$ cat src/rtl/m_mem_stage.sv
// Memory-access stage: issues loads/stores on a req/gnt/rvalid data port,
// stalls the pipe while a transaction is outstanding, and registers the load result.
module m_mem_stage #(
    parameter int XLEN = 64,
    parameter int AW   = 64
) (
    input  logic            clk_i,
    input  logic            rst_i,
    input  logic [6:0]      M_opcode_i,
    input  logic [2:0]      M_func3_i,
    input  logic [XLEN-1:0] M_valE_i,
    input  logic [XLEN-1:0] M_valB_i,
    output logic            dmem_req_o,
    output logic            dmem_we_o,
    output logic [AW-1:0]   dmem_addr_o,
    output logic [7:0]      dmem_be_o,
    output logic [XLEN-1:0] dmem_wdata_o,
    input  logic            dmem_gnt_i,
    input  logic            dmem_rvalid_i,
    input  logic [XLEN-1:0] dmem_rdata_i,
    output logic [XLEN-1:0] m_valM_o,
    output logic            m_stall_o,
    output logic            m_misalign_o
);

    localparam logic [6:0] OP_LOAD  = 7'b0000011;
    localparam logic [6:0] OP_STORE = 7'b0100011;

    typedef enum logic [1:0] {
        IDLE   = 2'd0,
        WAIT_R = 2'd1,
        DONE   = 2'd2
    } state_t;

    state_t            state_q, state_d;
    logic [XLEN-1:0]   valm_q, valm_d;
    logic [2:0]        off_q, off_d;
    logic [1:0]        size_q, size_d;
    logic              sgn_q, sgn_d;

    logic              is_load;
    logic              is_store;
    logic              is_mem;
    logic              misalign;
    logic [2:0]        off;
    logic [7:0]        be_base;
    logic [XLEN-1:0]   rd_shift;
    logic [XLEN-1:0]   load_ext;

    always_comb begin
        is_load  = (M_opcode_i == OP_LOAD) && (M_func3_i != 3'b111);
        is_store = (M_opcode_i == OP_STORE) && !M_func3_i[2];
        is_mem   = is_load || is_store;
        off      = M_valE_i[2:0];
        misalign = 1'b0;
        be_base  = 8'h01;
        case (M_func3_i[1:0])
            2'd0: begin misalign = 1'b0;       be_base = 8'h01; end
            2'd1: begin misalign = off[0];     be_base = 8'h03; end
            2'd2: begin misalign = |off[1:0];  be_base = 8'h0F; end
            default: begin misalign = |off;    be_base = 8'hFF; end
        endcase
    end

    // Address, lanes and data are driven straight from M; M is frozen by the stall until grant.
    assign dmem_addr_o  = {M_valE_i[AW-1:3], 3'b000};
    assign dmem_be_o    = be_base << off;
    assign dmem_wdata_o = M_valB_i << {off, 3'b000};
    assign dmem_we_o    = is_store;
    assign m_valM_o     = valm_q;

    // Extraction uses the offset/size/sign captured at grant, not the live M inputs.
    always_comb begin
        rd_shift = dmem_rdata_i >> {off_q, 3'b000};
        case (size_q)
            2'd0:    load_ext = {{(XLEN-8){sgn_q & rd_shift[7]}},   rd_shift[7:0]};
            2'd1:    load_ext = {{(XLEN-16){sgn_q & rd_shift[15]}}, rd_shift[15:0]};
            2'd2:    load_ext = {{(XLEN-32){sgn_q & rd_shift[31]}}, rd_shift[31:0]};
            default: load_ext = rd_shift;
        endcase
    end

    always_comb begin
        state_d      = state_q;
        valm_d       = valm_q;
        off_d        = off_q;
        size_d       = size_q;
        sgn_d        = sgn_q;
        dmem_req_o   = 1'b0;
        m_stall_o    = 1'b0;
        m_misalign_o = 1'b0;
        case (state_q)
            IDLE: begin
                valm_d = '0;
                if (is_mem && !misalign) begin
                    dmem_req_o = 1'b1;
                    m_stall_o  = 1'b1;
                    if (dmem_gnt_i) begin
                        off_d   = off;
                        size_d  = M_func3_i[1:0];
                        sgn_d   = !M_func3_i[2];
                        state_d = is_load ? WAIT_R : DONE;
                    end
                end else begin
                    m_misalign_o = is_mem && misalign;
                end
            end
            WAIT_R: begin
                m_stall_o = 1'b1;
                if (dmem_rvalid_i) begin
                    valm_d  = load_ext;
                    state_d = DONE;
                end
            end
            DONE: begin
                state_d = IDLE;
            end
            default: begin
                state_d = IDLE;
            end
        endcase
    end

    always_ff @(posedge clk_i or negedge rst_i) begin
        if (!rst_i) begin
            state_q <= IDLE;
            valm_q  <= '0;
            off_q   <= '0;
            size_q  <= '0;
            sgn_q   <= 1'b0;
        end else begin
            state_q <= state_d;
            valm_q  <= valm_d;
            off_q   <= off_d;
            size_q  <= size_d;
            sgn_q   <= sgn_d;
        end
    end

endmodule

$ cat config.mk
export PLATFORM = sky130hd
export DESIGN_NAME = m_mem_stage
export DESIGN_NICKNAME = d
export VERILOG_FILES = /design/src/rtl/m_mem_stage.sv
export SDC_FILE = /design/constraint.sdc
export NUM_CORES = 1
export LEC_CHECK = 0
export CAP_MARGIN = 20
export CORE_AREA = 4 4 159 161
export CTS_BUF_LIST = sky130_fd_sc_hd__clkbuf_8
export CTS_CLUSTER_SIZE = 10
export DETAILED_ROUTE_END_ITERATION = 6
export DIE_AREA = 0 0 163 165
export PLACE_DENSITY = 0.68
export SETUP_SLACK_MARGIN = 0.02
export SYNTH_ARGS = -nofsm -noshare
export SYNTH_HDL_FRONTEND = slang
export SYNTH_SLANG_ARGS = --single-unit
$ cat constraint.sdc
create_clock -name clk_i -period 2.7 [get_ports clk_i]
set_input_delay 0.675 -clock clk_i [delete_from_list [all_inputs] [get_ports clk_i]]
set_output_delay 0.675 -clock clk_i [all_outputs]
set_load 0.05 [all_outputs]
======== Word level (Yosys, flattened, before mapping) ========
Index checks and enable logic that the tools add are counted.
storage, ports and cells
  logic and storage cells ................. 53
  bits in registers ....................... 72
  output and inout bits ................... 204
  input port bits ......................... 206
cells by class
  shift operators ......................... 3
  bitwise logic cells ..................... 3
  reductions and logical operators ........ 16
  muxes and demuxes ....................... 15
  equality and inequality tests ........... 11
operators by type and width
  operator            count
  $pmux 64 s3         1
  $pmux 64 s2         1
  $mux 64             1
  $shl 64x6->64       1
  $shr 64x6->64       1
  $pmux 8 s3          1
  $mux 2              4
  $shl 8x3->8         1
  $eq 7x2->1 const B  1
  $eq 7x6->1 const B  1
  $eq 2x1->1 const B  3
  $logic_not 2->1     3
  $ne 2x2->1 const B  3
  $reduce_and 3->1    2
  $eq 2x2->1 const B  2
  $logic_and 1x1->1   4
  $mux 1              4
  $pmux 2 s2          1
  $and 1x1->1         3
  $ne 3x3->1 const B  1
  $pmux 1 s3          1
  $reduce_or 3->1     1
  $logic_not 1->1     2
  $pmux 1 s2          1
  4 further kinds     4

======== Depth between registers and ports, before layout ========
  word-level depth ........................ 6
  mapped depth ............................ 10
  gate-level depth less buffers ........... 5

======== Worst setup path before layout ========
OpenSTA, ideal clock, no wires.
  path type ............................... input to output
  start point ............................. in M_valE_i[2]
  end point ............................... out m_misalign_o
  required time ........................... 2.025 ns
  arrival time ............................ 3.661 ns
  path slack .............................. -1.636 ns
  stages on the path ...................... 4
  path buffers ............................ 1
  cell sequence ........................... clkbuf_1 a21o_1 nand2_1 a2111oi_0
between the ends
  longest elaborated chain between the ends .. 6
  elaborated cells between the ends (all ways) .. 7
  classes of those cells .................. 3 x mux; 4 x reduce/logical
RTL lines
  item               RTL line  RTL
  from (decl)        11        input logic [XLEN-1:0] M_valE_i,
  $reduce_or 3->1 *  61        default: begin misalign = |off; be_base = 8'hFF; end
  $pmux 1 s3 *       57        case (M_func3_i[1:0])
  $logic_not 1->1    95        if (is_mem && !misalign) begin
  $logic_and 1x1->1  95
  $mux 1 *           95
  $mux 1 *           92        case (state_q)
  to (decl)          23        output logic m_misalign_o
Every way passes the cells marked *; elsewhere a longest branch is shown, timed or not.

======== Final worst setup path ========
  start point ............................. in M_valB_i[59]
  end point ............................... out dmem_wdata_o[59]
between the ends
  longest elaborated chain between the ends .. 1
RTL lines
  item           RTL line  RTL
  from (decl)    12        input logic [XLEN-1:0] M_valB_i,
  $shl 64x6->64  68        assign dmem_wdata_o = M_valB_i << {off, 3'b000};
  to (decl)      17        output logic [XLEN-1:0] dmem_wdata_o,
Every way passes these cells.

==> run metrics <==
WL final 31.3 mm; WL/cell 21.8 µm; Initial Utilization 29.8%; First-pass DRT Iterations 5; R2R cell count 6; RSZ-0062 raised after global routing true; post-route clock period utilization 98.5%; synthesis-stage register bit count 72; synth top area cells dfrtp_1 25%, mux4_2 15%, mux2i_1 7.4%; DIE WIDTH 163 µm; HP Class primary input to asynchronous set/reset pin; CP startpoint M_valB_i[59]; GRT overflow 0; Worst R2R Start off_q[0]$_DFFE_PN0P_; sequential cell area fraction in the yosys report 25.2%; largest net degree at the start of global routing 73; commonest non-fill, non-tap cell in the layout clkdlybuf4s50_1; Synth top area share 25.2%; CTS tree done; Cell Area, Synth 0.00714 mm²; kind of critical path primary input to output port; vias per inst 5.41; Area Overhead vs Synth 66.5%; row count 57; Global Route Usage Sum 22.2%; fmax 376 MHz; Startpoint Class primary input; cell-by-cell trace of the critical path clkdlybuf4s50_1 > mux4_2 > mux2_4 > buf_8; vias in the first global route 7757; Synth Flop Type dfrtp_1; num ports 410; VDD IR-drop max 0.193 mV; Internal 2.50 mW; FF-to-FF End m_valM_o[17]$_DFFE_PN0P_; Iteration-0 DRC Markers 510; vias 7782; data arrival time of the critical path 1980 ps; max-cap viol count 0; Reg power frac 27.5%; post-synth cell types 53; proportion of layout cells with a drive suffix above 1 36.3%; Final Hold Slack 328 ps; Clk pwr share 24.8%; net switching power of the design 1.50 mW; slowest CP cell mux4_2; Fin Setup TNS 0 ps; max-slew violation count 0; most frequent cells in the layout 144 x clkdlybuf4s50_1, 136 x buf_4, 81 x nor2_1; first-pass GRT wire length 46.2 mm; min Tclk post-route 2660 ps; area leader, netlist dfrtp_1; reg2reg setup slack 440 ps; Mapped Cells 822; Clk pin slew, worst setup/hold paths 90 ps; Placeable Area 0.0240 mm²; worst-margin pin slew 650 ps; ANT nets after route 0; clk sink count 72; drt drc 0; critical path fanouts, max 1; Syn. warnings 0; final hold vios 0; die extent in y 165 µm; status complete, no violations; Sw Ratio 37.6%; relative slew slack 56.5%; clk_lat worst skew 360 ps; Final nets 1313; CTS root buf clkbuf_8; leakage 4.91 nW; Syn Area/Cell 8.69 µm²; Crit path largest cell delay 450 ps; total CTS buffers 9; Final Core Density 49.6%; H-tree depth 3; critical path capture point type output port; number of synthesized flops with an enable pin 0; Worst Path Required 2030 ps; Die Area 0.0269 mm²; port buffer count 284; pwr dens 336 mW/mm²; Final Wtd Congestion 0.957; Combinational Power Share 47.7%; Clock Tree Buf Depth 2; Async S/R FF share, synth 100%; antenna violations before repair 3; clock skew 7.21 ps; final number of setup-violating endpoints 0; post-DP HPWL 25.2 mm
-- sequential cells by signal, summed over array words and instances (netlist names) --
| register | count |
|---|---|
| off_q | 3 |
| m_valM_o | 64 |
| size_q | 2 |
| sgn_q | 1 |
| state_q | 2 |
-- metal layers --
| layer | up-vias | track usage (%) | wire length [µm] |
|---|---|---|---|
| li1 | 3526 | - | - |
| met5 | - | 0 | 13 |
| met4 | 2 | 5.57 | 621 |
| met3 | 46 | 6.51 | 3050 |
| met1 | 3767 | 26.9 | 12000 |
| met2 | 441 | 38.8 | 15600 |
-- through the flow --
step	area, µm²	cells	setup slack, ps	total power [mW]
finish	11900	1438	40.4	4.00
detailed placement	11300	1415	-414	2.96
CTS	11700	1432	-11.7	3.98
floorplan	7610	824	28.7	2.36
global route	11900	1436	-33.2	4.16
global placement	11300	1415	-389	2.96
-- power groups by stage --
stage                     logic (mW)  clock network (mW)  registers (mW)
after floorplan                 1.25                   0            1.11
after global placement          1.84                   0            1.12
after detailed placement        1.84                   0            1.12
after CTS                       1.88                1.00            1.10
after global routing            2.01                1.05            1.10
final                           1.91               0.993            1.10
-- how the worst max path moves through the flow --
stage                                       to  cells after the start
after global placement    off_q[2]$_DFFE_PN0P_                      7
after CTS                           dmem_req_o                      6
after detailed placement  off_q[0]$_DFFE_PN0P_                      7
after floorplan                dmem_wdata_o[0]                      4
final                         dmem_wdata_o[59]                      4
after global routing                dmem_req_o                      6
-- synth_stat cells, types with 8 or more instances --
cell       n
a21oi_1   81
and2_1    18
nand3_1    8
o21ai_0   79
nand2_1   67
buf_2     10
dfrtp_1   72
clkbuf_1  45
a211oi_1  10
mux2_2    35
mux4_2    46
nor2_1    89
buf_1     11
inv_1     11
o22ai_1   17
a22oi_1    8
buf_4     69
o21ai_1   13
nand2b_1   9
mux2i_1   53
-- what timing repair did --
action                                  4_1_cts  5_1_grt
pin swaps                                     6        3
cloned                                        0        3
hold buffers                                  0        0
hold endpoints to repair                      0        0
gates resized for setup                      98       49
endpoints found under the setup margin       38       36
setup buffers                                 1        1
-- final cells by class --
cell class / instances / area [µm²]
clock buffer: 9 / 124
clock inverter: 7 / 96.3
timing repair buffer: 410 / 4330
tap: 324 / 405
fill: 2280 / 12100
multi-input combinational: 601 / 5070
sequential: 72 / 1810
antenna: 2 / 5.00
inverter: 13 / 48.8
-- cells by family (layout without fill, tap and decap cells) --
| group | count (synthesis) | after routing | share of synthesized area [%] |
|---|---|---|---|
| compound gates | 245 | 245 | 20.3 |
| buf+inv | 151 | 439 | 12.1 |
| flops | 72 | 72 | 25.2 |
| mux | 140 | 140 | 28.7 |
| other cells | 1 | 5 | 0.0525 |
| simple gates | 213 | 213 | 13.6 |
-- critical path, delay by kind of cell --
kind	cells	cell delay [ps]
buf+inv	2	570
mux	2	730
Note: power is estimated with default switching activity, not from simulation.
